<file path="config.mk">
export PLATFORM = sky130hd
export DESIGN_NAME = uc_multiciclo
export DESIGN_NICKNAME = d
export VERILOG_FILES = /design/src/rtl/uc_multiciclo.sv
export SDC_FILE = /design/constraint.sdc
export NUM_CORES = 1
export LEC_CHECK = 0
export CORE_UTILIZATION = 45
export CTS_CLUSTER_SIZE = 24
export DETAILED_ROUTE_END_ITERATION = 10
export GPL_TIMING_DRIVEN = 0
export HOLD_SLACK_MARGIN = 0.12
export MAX_ROUTING_LAYER = met4
export PLACE_DENSITY = 0.84
export SLEW_MARGIN = 20
export SYNTH_ARGS = -nofsm -noshare
export SYNTH_HDL_FRONTEND = slang
export SYNTH_SLANG_ARGS = --single-unit
</file>
<file path="constraint.sdc">
create_clock -name clk -period 2.46 [get_ports clk]
set_input_delay 0.246 -clock clk [delete_from_list [all_inputs] [get_ports clk]]
set_output_delay 0.246 -clock clk [all_outputs]
set_load 0.1 [all_outputs]
</file>
<file path="src/rtl/uc_multiciclo.sv">
// Multicycle control unit for the MIPS datapath.
// Sequences fetch/decode/execute/memory/writeback, waits on mem_ready with a
// timeout watchdog, traps on illegal opcodes and counts retired instructions.
//
// Ports:
//   clk, rst_n        clock, async active-low reset
//   instrucao         opcode field from IR (sampled only in DECODE)
//   mem_ready         memory completed current access this cycle
//   pc_write .. alu_src_a, alu_src_b, alu_op, pc_source   datapath controls
//   state             current state (debug), encoding:
//                     0 IDLE 1 FETCH 2 DECODE 3 MEMADR 4 MEMRD 5 MEMWB 6 MEMWR
//                     7 EXEC 8 ALUWB 9 BRANCH 10 JUMP 11 TRAP
//   illegal, bus_error  sticky trap flags
//   instr_count       retired instructions, wraps
module uc_multiciclo #(
  parameter int unsigned OPCODE_W    = 6,
  parameter int unsigned MEM_TIMEOUT = 16,
  parameter int unsigned CNT_W       = 32,
  parameter logic [OPCODE_W-1:0] OP_R   = 6'b000000,
  parameter logic [OPCODE_W-1:0] OP_I   = 6'b000001,
  parameter logic [OPCODE_W-1:0] OP_LW  = 6'b100010,
  parameter logic [OPCODE_W-1:0] OP_SW  = 6'b101010,
  parameter logic [OPCODE_W-1:0] OP_BEQ = 6'b000100,
  parameter logic [OPCODE_W-1:0] OP_BNE = 6'b000110,
  parameter logic [OPCODE_W-1:0] OP_J   = 6'b010100
) (
  input  logic                clk,
  input  logic                rst_n,
  input  logic [OPCODE_W-1:0] instrucao,
  input  logic                mem_ready,
  output logic                pc_write,
  output logic                pc_write_cond,
  output logic                branch_ne,
  output logic                i_or_d,
  output logic                mem_read,
  output logic                mem_write,
  output logic                ir_write,
  output logic                mem_to_reg,
  output logic                reg_dst,
  output logic                reg_write,
  output logic                alu_src_a,
  output logic [1:0]          alu_src_b,
  output logic [1:0]          alu_op,
  output logic [1:0]          pc_source,
  output logic [3:0]          state,
  output logic                illegal,
  output logic                bus_error,
  output logic [CNT_W-1:0]    instr_count
);

  typedef enum logic [3:0] {
    StIdle   = 4'd0,
    StFetch  = 4'd1,
    StDecode = 4'd2,
    StMemAdr = 4'd3,
    StMemRd  = 4'd4,
    StMemWb  = 4'd5,
    StMemWr  = 4'd6,
    StExec   = 4'd7,
    StAluWb  = 4'd8,
    StBranch = 4'd9,
    StJump   = 4'd10,
    StTrap   = 4'd11
  } state_e;

  localparam int unsigned WAIT_W = (MEM_TIMEOUT < 2) ? 1 : $clog2(MEM_TIMEOUT + 1);
  localparam logic [WAIT_W-1:0] TIMEOUT_V = WAIT_W'(MEM_TIMEOUT);

  state_e              state_q, state_d;
  logic [OPCODE_W-1:0] op_q, op_d;
  logic [WAIT_W-1:0]   wait_q, wait_d, wait_inc;
  logic [CNT_W-1:0]    count_q, count_d;
  logic                illegal_q, illegal_d, bus_error_q, bus_error_d;
  logic                timeout, retire, is_wait_state;

  always_ff @(posedge clk or negedge rst_n) begin
    if (!rst_n) begin
      state_q     <= StIdle;
      op_q        <= '0;
      wait_q      <= '0;
      count_q     <= '0;
      illegal_q   <= 1'b0;
      bus_error_q <= 1'b0;
    end else begin
      state_q     <= state_d;
      op_q        <= op_d;
      wait_q      <= wait_d;
      count_q     <= count_d;
      illegal_q   <= illegal_d;
      bus_error_q <= bus_error_d;
    end
  end

  assign wait_inc = wait_q + 1'b1;
  // Trap on the cycle the counter would reach the limit; a ready in that cycle wins.
  assign timeout  = (MEM_TIMEOUT != 0) && !mem_ready && (wait_inc == TIMEOUT_V);
  assign is_wait_state = (state_q == StFetch) || (state_q == StMemRd) || (state_q == StMemWr);

  always_comb begin
    state_d       = state_q;
    op_d          = op_q;
    illegal_d     = illegal_q;
    bus_error_d   = bus_error_q;
    retire        = 1'b0;
    pc_write      = 1'b0;
    pc_write_cond = 1'b0;
    branch_ne     = 1'b0;
    i_or_d        = 1'b0;
    mem_read      = 1'b0;
    mem_write     = 1'b0;
    ir_write      = 1'b0;
    mem_to_reg    = 1'b0;
    reg_dst       = 1'b0;
    reg_write     = 1'b0;
    alu_src_a     = 1'b0;
    alu_src_b     = 2'b00;
    alu_op        = 2'b00;
    pc_source     = 2'b00;

    unique case (state_q)
      StIdle: state_d = StFetch;
      StFetch: begin
        mem_read  = 1'b1;
        alu_src_b = 2'b01;
        ir_write  = mem_ready;
        pc_write  = mem_ready;
        if (mem_ready) begin
          state_d = StDecode;
        end else if (timeout) begin
          state_d     = StTrap;
          bus_error_d = 1'b1;
        end
      end
      StDecode: begin
        alu_src_b = 2'b11;
        op_d      = instrucao;
        if (instrucao == OP_R || instrucao == OP_I) begin
          state_d = StExec;
        end else if (instrucao == OP_LW || instrucao == OP_SW) begin
          state_d = StMemAdr;
        end else if (instrucao == OP_BEQ || instrucao == OP_BNE) begin
          state_d = StBranch;
        end else if (instrucao == OP_J) begin
          state_d = StJump;
        end else begin
          state_d   = StTrap;
          illegal_d = 1'b1;
        end
      end
      StMemAdr: begin
        alu_src_a = 1'b1;
        alu_src_b = 2'b10;
        state_d   = (op_q == OP_LW) ? StMemRd : StMemWr;
      end
      StMemRd: begin
        i_or_d   = 1'b1;
        mem_read = 1'b1;
        if (mem_ready) begin
          state_d = StMemWb;
        end else if (timeout) begin
          state_d     = StTrap;
          bus_error_d = 1'b1;
        end
      end
      StMemWb: begin
        mem_to_reg = 1'b1;
        reg_write  = 1'b1;
        state_d    = StFetch;
        retire     = 1'b1;
      end
      StMemWr: begin
        i_or_d    = 1'b1;
        mem_write = 1'b1;
        if (mem_ready) begin
          state_d = StFetch;
          retire  = 1'b1;
        end else if (timeout) begin
          state_d     = StTrap;
          bus_error_d = 1'b1;
        end
      end
      StExec: begin
        alu_src_a = 1'b1;
        alu_op    = 2'b10;
        alu_src_b = (op_q == OP_R) ? 2'b00 : 2'b10;
        state_d   = StAluWb;
      end
      StAluWb: begin
        reg_write = 1'b1;
        reg_dst   = (op_q == OP_R);
        state_d   = StFetch;
        retire    = 1'b1;
      end
      StBranch: begin
        alu_src_a     = 1'b1;
        alu_op        = 2'b01;
        pc_write_cond = 1'b1;
        pc_source     = 2'b01;
        branch_ne     = (op_q == OP_BNE);
        state_d       = StFetch;
        retire        = 1'b1;
      end
      StJump: begin
        pc_write  = 1'b1;
        pc_source = 2'b10;
        state_d   = StFetch;
        retire    = 1'b1;
      end
      StTrap: state_d = StTrap;
      default: state_d = StIdle;
    endcase

    // Clear on any state change so each wait state starts a fresh budget.
    if (state_d != state_q) begin
      wait_d = '0;
    end else if (is_wait_state && !mem_ready) begin
      wait_d = wait_inc;
    end else begin
      wait_d = wait_q;
    end

    count_d = retire ? (count_q + 1'b1) : count_q;
  end

  assign state       = state_q;
  assign illegal     = illegal_q;
  assign bus_error   = bus_error_q;
  assign instr_count = count_q;

endmodule

</file>
==> results of run 1 <==
## worst max path at each step
| stage | slack [ns] | start | end | depth (start not counted) |
|---|---|---|---|---|
| after floorplan | -0.34 | state[2] | pc_write | 4 |
| after global placement | -0.51 | rst_n | state[2] | 1 |
| after detailed placement | -0.39 | state[0] | alu_src_b[0] | 5 |
| after CTS | 0.002 | op_q[0] | reg_dst | 4 |
| after global routing | 0.01 | state[0] | pc_source[1] | 5 |
| final | 0.09 | state[2] | pc_write_cond | 4 |
## per-layer routing
layer  share of wire, %  global-route usage [%]
met1                 45                    27.7
met2                 49                    36.2
met3                5.1                    3.43
met4               0.66                    4.46
met5                  0                       -
## per-stage QoR
stage / instances / area, um^2 / hold slack (ns) / setup slack [ns]
6_report: 429 / 3700 / 0.452 / 0.0915
5_1_grt: 429 / 3700 / 0.481 / 0.0117
4_1_cts: 429 / 3720 / 0.463 / 0.00186
3_5_place_dp: 421 / 3630 / 0.249 / -0.391
3_3_place_gp: 420 / 3610 / 0.463 / -0.509
2_1_floorplan: 285 / 2890 / -0.0496 / -0.337
## cells by family (layout without fill, tap and decap cells)
kind of cell | after synthesis | count (layout) | synth area share (%)
and+or+nand+nor | 117 | 117 | 22.5
buffers and inverters | 27 | 99 | 4.69
xor gates and xnor gates | 34 | 34 | 11.0
DFF | 49 | 49 | 45.1
AOI/OAI and AO/OA | 47 | 47 | 12.1
adders and majority gates | 3 | 3 | 1.38
muxes | 8 | 8 | 3.27
## layout by cell type, fill, tap and decap left out, types with 10 or more instances in the layout
master           instances
dfrtp_1                 45
clkdlybuf4s50_1         45
nor2_1                  25
nand2_1                 19
xor2_1                  18
nor3_1                  17
xnor2_1                 16
inv_1                   15
a21oi_1                 10
nand3_1                 10
## sequential cells by signal, indices dropped and copies added (netlist names)
signal and flops:
bus_error 1, illegal 1, instr_count 32, op_q 6, state 4, wait_q 5
## power by group
part | switching, W | total, W | internal [W]
combinational | 0.00185 | 0.00255 | 0.000692
clock | 0.000248 | 0.000472 | 0.000224
sequential | 0.000140 | 0.00110 | 0.000955
total | 0.00224 | 0.00411 | 0.00187
## repair_timing
action                                  CTS  global route
resized for setup                        49            18
endpoints found under the hold margin    21             0
hold buffers                              1             0
endpoints found under the setup margin   21            15
## worst reg2reg max path: stages, from the launching register on
cell and delay, ns:
dfrtp_1 0.43, ha_1 0.28, o21a_1 0.21, a21oi_1 0.33
nand2_1 0.30, a211oi_2 0.46, nor3_1 0.13
## final cells by class
cell class / instances / area (um^2) / area share, %
inverters: 15 / 56.3 / 1.52
well taps: 72 / 90.1 / 2.44
clock buffers: 7 / 86.3 / 2.34
repair buffers: 65 / 612 / 16.5
multi-input cells: 209 / 1490 / 40.4
plain buffers: 12 / 118 / 3.18
flip-flops and latches: 49 / 1240 / 33.6
==> summary.md, run 1 <==
| Metric | Value |
|---|---|
| # DRC | 0 |
| Fmax | 422 MHz |
| Peak VDD IR | 1.21 mV |
| DRT iter0 DRCs | 142 |
| Area Growth Syn to Fin | 36.0% |
| Period utilization | 96.3% |
| Top Family by Delay on Critical Path | buffers and inverters |
| Cell taking the most area after synthesis | dfrtp_1 |
| Post-DP HPWL | 4.69 mm |
| Maximum root-to-sink buffer count | 2 |
| Global route total overflow | 0 |
| CTS Buf Count | 5 |
| Routed length per placed instance | 14.8 um |
| Worst hold-check path type | in -> async |
| Initial Util | 47.9% |
| Vias in the first global route | 2,262 |
| Final setup fails | 0 |
| Buf+Inv Stages, Crit Path | 2 |
| CP max stage delay | 0.84 ns |
| Worst R2R End | wait_q[1] |
| Worst-path clk slew | 0.09 ns |
| Post-Route WL | 6.34 mm |
| First drt pass iteration count | 4 |
| Synth top cells by count | dfrtp_1 (49), nor2_1 (30), nand2_1 (19), nor3_1 (19), xor2_1 (18) |
| Initial antenna violation count | 0 |
| Startpoint types | register |
| Top-area cell type share of the netlist area | 45.1% |
| Routed vias | 2,399 |
| Port Buf Inserts | 63 |
| Vias per cell | 5.59 |
| # diodes | 0 |
| R2R Setup Slk | 0.17 ns |
| Avg Cell Area, Syn | 9.54 um^2 |
| Max Cap Violations | 0 |
| Final net count | 369 |
| Critical-path cell list | buf_6 -> nand2b_4 -> nor2_4 -> clkdlybuf4s15_1 |
| Worst reg2reg startpoint | wait_q[0] |
| Std cell rows | 27 |
| I/O pin count | 64 |
| Largest net degree at the start of global routing | 29 |
| Async set-reset flop share out of synthesis | 100% |
| Final antenna-violating net count | 0 |
| Synth Flop Type | dfrtp_1 |
| Cells taking the most area after synthesis | dfrtp_1 (45%), xor2_1 (5.8%), xnor2_1 (5.2%), nor2_1 (4.1%), nor3_1 (3.5%) |
| Actual slew at the worst max-slew pin | 0.993 ns |
| Seq/Total Area, Yosys | 45.1% |
| Final TNS setup | 0 ns |
| Most frequent cell after synthesis | dfrtp_1 |
| Clk Latency, worst-skew pair | 0.29 ns |
| CP Max Fanout | 10 |
| Pwr Density | 1110 nW/um^2 |
| Worst Path Class, Setup | reg -> out |
| CP max-delay cell | clkdlybuf4s15_1 |
| H-Tree Level Count | 2 |
| CTS sink cnt | 49 |
| Period minus WS final | 2.37 ns |
| Post-Synthesis Cell Area | 2720 um^2 |
| Final Core Density | 65.1% |
| Worst Path Required | 2.21 ns |
| GRT Total Usage | 21.6% |
| RSZ-0062 raised after global routing | false |
| Share of cells above drive strength 1 | 19.0% |
| Clock skew | 0.00987 ns |
| Max-slew headroom | 33.6% |
| Die span in y | 79.7 um |
| Final RePlAce weighted congestion | 0.840 |
| Post-synth EDFFs | 0 |
| Core area | 5680 um^2 |
| Worst setup EP type | output port |
| Post-synth cell types | 53 |
| Postcts setup bufs | 0 |
| CP arrival | 2.12 ns |
| Fillers | 483 |
| Max Transition Viols Final | 0 |
| Die area | 6360 um^2 |
| Status | complete, no violations |
| Cell count after synthesis | 285 |
| Leakage power | 1.61 nW |
| R2R cell count | 6 |
| Synth warnings | 0 |
| Final Hold Viols | 0 |
| Syn nets | 297 |
| Root buf cell | clkbuf_8 |
| Die W | 79.7 um |
| TritonCTS clock tree | done |
| First-pass GRT wire length | 10.5 mm |
| Synth Register Bits | 49 |
| Final total power | 0.00411 W |
Note: power is estimated with default switching activity, not from simulation.
==> inputs of run 2 (changes only) <==
GPL_TIMING_DRIVEN = unset   (was 0)
clock period = 2.2 ns   (was 2.46 ns; I/O delays follow)
==> summary.md, run 2 (synthesis results as in run 1) <==
| Metric | Value |
|---|---|
| Final Hold Viols | 0 |
| CTS Buf Count | 5 |
| Worst setup EP type | output port |
| # DRC | 0 |
| Peak VDD IR | 1.32 mV |
| Initial Util | 47.9% |
| # diodes | 0 |
| Max Transition Viols Final | 0 |
| Std cell rows | 27 |
| Vias in the first global route | 2,345 |
| Leakage power | 1.72 nW |
| Period minus WS final | 2.11 ns |
| Core area | 5680 um^2 |
| Worst R2R End | wait_q[0] |
| Fmax | 474 MHz |
| Vias per cell | 5.57 |
| TritonCTS clock tree | done |
| CP arrival | 1.89 ns |
| Post-DP HPWL | 4.97 mm |
| R2R cell count | 6 |
| Final RePlAce weighted congestion | 0.907 |
| Cell area after layout | 3840 um^2 |
| Worst reg2reg startpoint | wait_q[0] |
| Clk Latency, worst-skew pair | 0.30 ns |
| Critical path origin | state[1] |
| Root buf cell | clkbuf_8 |
| Largest net degree at the start of global routing | 24 |
| Maximum root-to-sink buffer count | 2 |
| I/O pin count | 64 |
| CP Max Fanout | 10 |
| Die span in y | 79.7 um |
| Final antenna-violating net count | 0 |
| First-pass GRT wire length | 10.7 mm |
| Period utilization | 95.8% |
| Clock skew | 0.00525 ns |
| Final total power | 0.00484 W |
| Pwr Density | 1260 nW/um^2 |
| Worst Path Required | 1.98 ns |
| Post-Route WL | 6.37 mm |
| Startpoint types | register |
| R2R Setup Slk | 0.13 ns |
| Max reg flops | 32 |
| Final Core Density | 67.6% |
| Final setup fails | 0 |
| Die W | 79.7 um |
| H-Tree Level Count | 2 |
| WHS | 0.413 ns |
| Most frequent cells in the layout | buf_4 (54), dfrtp_1 (34), nor2_1 (25), nand2_1 (18), xor2_1 (18) |
| RSZ-0062 raised after global routing | false |
| Routed vias | 2,411 |
| Die area | 6360 um^2 |
| Max Cap Violations | 0 |
| Max-slew headroom | 59.6% |
| Placed cell area | 3710 um^2 |
| Initial antenna violation count | 0 |
| Most common cell after layout, fill and taps aside | buf_4 |
| Routed length per placed instance | 14.7 um |
| Worst Path Class, Setup | reg -> out |
| Share of cells above drive strength 1 | 35.2% |
| Actual slew at the worst max-slew pin | 0.603 ns |
| First drt pass iteration count | 4 |
| Area Growth Syn to Fin | 41.1% |
| Global route total overflow | 0 |
| Final net count | 372 |
| Port Buf Inserts | 63 |
| Status | complete, no violations |
| Worst-path clk slew | 0.09 ns |
| CTS sink cnt | 49 |
| DRT iter0 DRCs | 112 |
| Worst hold-check path type | in -> async |
| GRT Total Usage | 22.4% |
## run 2: cell types whose count changed in the layout (fill, tap and decap cells not counted), sizes merged
cell           before  now
buf                16   72
clkbuf             16    6
clkdlybuf4s15       5    0
clkdlybuf4s50      45    7
clkinv              0    2
dlygate4sd2         1    0
## run 2: report_power, final
| group | switching, W | total [W] | internal (W) |
|---|---|---|---|
| registers | 0.000250 | 0.00132 | 0.00107 |
| clock network | 0.000282 | 0.000503 | 0.000221 |
| logic | 0.00205 | 0.00301 | 0.000962 |
| total | 0.00258 | 0.00484 | 0.00226 |
## run 2: area by class of cell
type                       instances  area (um^2)
fill                             448         1840
multi-input combinational        209         1520
sequential                        49         1250
timing repair buffer              80          831
tap                               72         90.1
clock buffer                       6         72.6
inverter                          15         56.3
clock inverter                     2         10.0
## run 2: worst max path at each step
stage	depth (start not counted)	slack, ns	end
5_1_grt	4	0.02	reg_dst
4_1_cts	6	0.004	wait_q[2]
3_3_place_gp	6	0.14	wait_q[0]
2_1_floorplan	4	-0.57	pc_write
3_5_place_dp	6	0.02	wait_q[2]
6_report	5	0.09	pc_write
## run 2: layer usage
metal  wire (um)  up-vias  track usage [%]
met5           0        -                -
met4          94        0             8.21
met3         296       11             4.11
met2        3230       70             36.2
met1        2750     1176             28.0
li1            -     1154                -
## run 2: worst max-delay path, cell delays in order (launching register included)
cell      delay [ns]
dfrtp_4         0.54
buf_4           0.19
nand2b_4        0.19
nor4b_4         0.31
or2_4           0.19
buf_12          0.16
## run 2: repair_timing
item,in CTS,in global routing
hold buffers,1,0
pin swaps,1,0
endpoints found under the setup margin,1,6
resized for setup,0,5
setup buffers,1,0
endpoints found under the hold margin,21,0
## run 2: per-stage QoR
step / setup WS, ns / TNS, ns / instances
after floorplan: -0.570 / -1.60 / 285
after global placement: 0.136 / 0 / 423
after detailed placement: 0.0185 / 0 / 423
after CTS: 0.00368 / 0 / 433
after global routing: 0.0166 / 0 / 433
final: 0.0917 / 0 / 433
==> inputs of run 3 (changes only) <==
--- a/constraint.sdc
+++ b/constraint.sdc
@@ -3,2 +3,2 @@
 set_output_delay 0.22 -clock clk [all_outputs]
-set_load 0.1 [all_outputs]
+set_load 0.02 [all_outputs]
==> summary.md, run 3 (synthesis results as in run 1) <==
| Metric | Value |
|---|---|
| Status | complete, no violations |
| Root buf cell | clkbuf_8 |
| Postcts setup bufs | 0 |
| # diodes | 0 |
| Worst reg2reg startpoint | wait_q[1] |
| Actual slew at the worst max-slew pin | 0.523 ns |
| Peak VDD IR | 0.684 mV |
| CP max-delay cell | clkdlybuf4s50_1 |
| Clock skew | 0.0106 ns |
| Worst setup margin | 0.112 ns |
| Switching share of total power | 39.9% |
| Startpoint types | register |
| Std cell rows | 27 |
| Die area | 6360 um^2 |
| First-pass GRT wire length | 10.9 mm |
| Final setup fails | 0 |
| Critical-path cell list | nand2b_1 -> buf_4 -> nor2_1 -> clkdlybuf4s50_1 |
| First drt pass iteration count | 4 |
| Global route hottest layer | met2 |
| Post-Route WL | 6.59 mm |
| Area Growth Syn to Fin | 35.8% |
| Leakage power | 1.70 nW |
| Non-Filler Instances | 441 |
| Worst setup EP type | output port |
| TritonCTS clock tree | done |
| Final RePlAce weighted congestion | 0.879 |
| Most frequent cells in the layout | clkdlybuf4s50_1 (53), dfrtp_1 (47), nor2_1 (30), buf_4 (23) |
| Sw power | 0.00139 W |
| Period minus WS final | 2.09 ns |
| Die span in y | 79.7 um |
| Final Hold Viols | 0 |
| GRT Total Usage | 22.2% |
| R2R Setup Slk | 0.13 ns |
| Vias per cell | 5.53 |
| Max-slew headroom | 65.0% |
| Pwr Density | 942 nW/um^2 |
| Die W | 79.7 um |
| H-Tree Level Count | 2 |
| Global Route met1 Usage | 29.1% |
| Final net count | 380 |
| CP arrival | 1.87 ns |
| Worst Path Class, Setup | reg -> out |
| Combinational Power Share | 47.9% |
| Max Cap Violations | 0 |
| Sequential share of power | 35.6% |
| Maximum root-to-sink buffer count | 2 |
| Met3 usage | 3.20% |
| Fillers | 460 |
| CP max stage delay | 0.62 ns |
| Fmax | 479 MHz |
| Share of cells above drive strength 1 | 13.3% |
| Pre-CTS setup slack | 0.0760 ns |
| Initial antenna violation count | 0 |
| Worst hold-check path type | in -> async |
| Cells after DPL | 432 |
| Worst-path clk slew | 0.10 ns |
| Largest net degree at the start of global routing | 23 |
| Most common cell after layout, fill and taps aside | clkdlybuf4s50_1 |
| Met2 Resource Use GR | 36.4% |
| Int Pwr | 0.00209 W |
| CTS sink cnt | 49 |
| Global route total overflow | 0 |
| Max Transition Viols Final | 0 |
| Period utilization | 94.9% |
| Post-DP HPWL | 4.88 mm |
| CTS Buf Count | 5 |
| Max reg flops | 32 |
| I/O pin count | 64 |
| RSZ-0062 raised after global routing | false |
| Final antenna-violating net count | 0 |
| Port Buf Inserts | 63 |
| DRT iter0 DRCs | 300 |
| R2R cell count | 6 |
| Worst R2R End | wait_q[2] |
| Vias in the first global route | 2,328 |
| Routed vias | 2,439 |
| CP Max Fanout | 5 |
| Worst Path Required | 1.98 ns |
| Routed length per placed instance | 15.0 um |
| # DRC | 0 |
| Core area | 5680 um^2 |
| Initial Util | 47.9% |
| Clk Latency, worst-skew pair | 0.30 ns |
| Final TNS setup | 0 ns |
| Clock share of power | 16.5% |
[run 3: cell count changes in the layout (fill, tap and decap cells not counted), moves of 4 or more]
cell             change
dfrtp_1             +13
buf_4               -31
dlymetal6s2s_1       +5
dfrtp_4              -4
buf_12              -16
dfrtp_2              -9
clkdlybuf4s50_1     +46
nor2_1               +5
[run 3: timing repair]
item,4_1_cts,5_1_grt
setup endpoints to repair,6,11
hold buffers,1,0
gates resized for setup,7,7
endpoints found under the hold margin,13,0
cloned,0,0
[run 3: how the worst max path moves through the flow]
stage                        end      start  cells after the start
detailed placement       reg_dst    op_q[0]                      4
global route             reg_dst    op_q[0]                      4
CTS                    branch_ne   state[1]                      5
finish              pc_source[1]   state[2]                      4
global placement       wait_q[1]  mem_ready                      6
floorplan              branch_ne   state[0]                      5
[run 3: metrics by stage]
| stage | util, % | power, W | cell area (um^2) | hold WS, ns |
|---|---|---|---|---|
| 2_1_floorplan | - | 0.00222 | 2730 | -0.0756 |
| 3_3_place_gp | 62.8 | 0.00288 | 3560 | 0.165 |
| 3_5_place_dp | 62.8 | 0.00290 | 3560 | 0.157 |
| 4_1_cts | 64.7 | 0.00349 | 3670 | 0.372 |
| 5_1_grt | 65.1 | 0.00370 | 3690 | 0.398 |
| 6_report | 65.1 | 0.00348 | 3690 | 0.369 |
[run 3: metal layers]
metal	up-vias	wire, um	part of all wire (%)
met3	17	332	5.0
li1	1174	-	-
met5	-	0	0
met1	1160	2970	45
met2	88	3170	48
met4	0	121	1.8
[run 3: power groups by stage]
stage / Sequential (W) / Clock, W / Combinational, W
floorplan: 0.00128 / 0 / 0.000937
finish: 0.00124 / 0.000574 / 0.00167
global route: 0.00126 / 0.000628 / 0.00181
CTS: 0.00124 / 0.000586 / 0.00167
global placement: 0.00123 / 0 / 0.00164
detailed placement: 0.00124 / 0 / 0.00166
[run 3: cell type report]
class | count | area [um^2] | share of cell area [%]
timing repair buffer | 88 | 837 | 22.7
clock buffer | 6 | 82.6 | 2.24
inverter | 15 | 56.3 | 1.52
sequential | 49 | 1230 | 33.3
multi-input combinational | 209 | 1380 | 37.4
clock inverter | 2 | 16.3 | 0.440
tap | 72 | 90.1 | 2.44
[run 3: worst max-delay path: cells and delay by family (launching register included)]
| kind | cells | cell delay, ns |
|---|---|---|
| buffers and inverters | 2 | 0.79 |
| flip-flops | 1 | 0.43 |
| AND/OR/NAND/NOR | 2 | 0.35 |
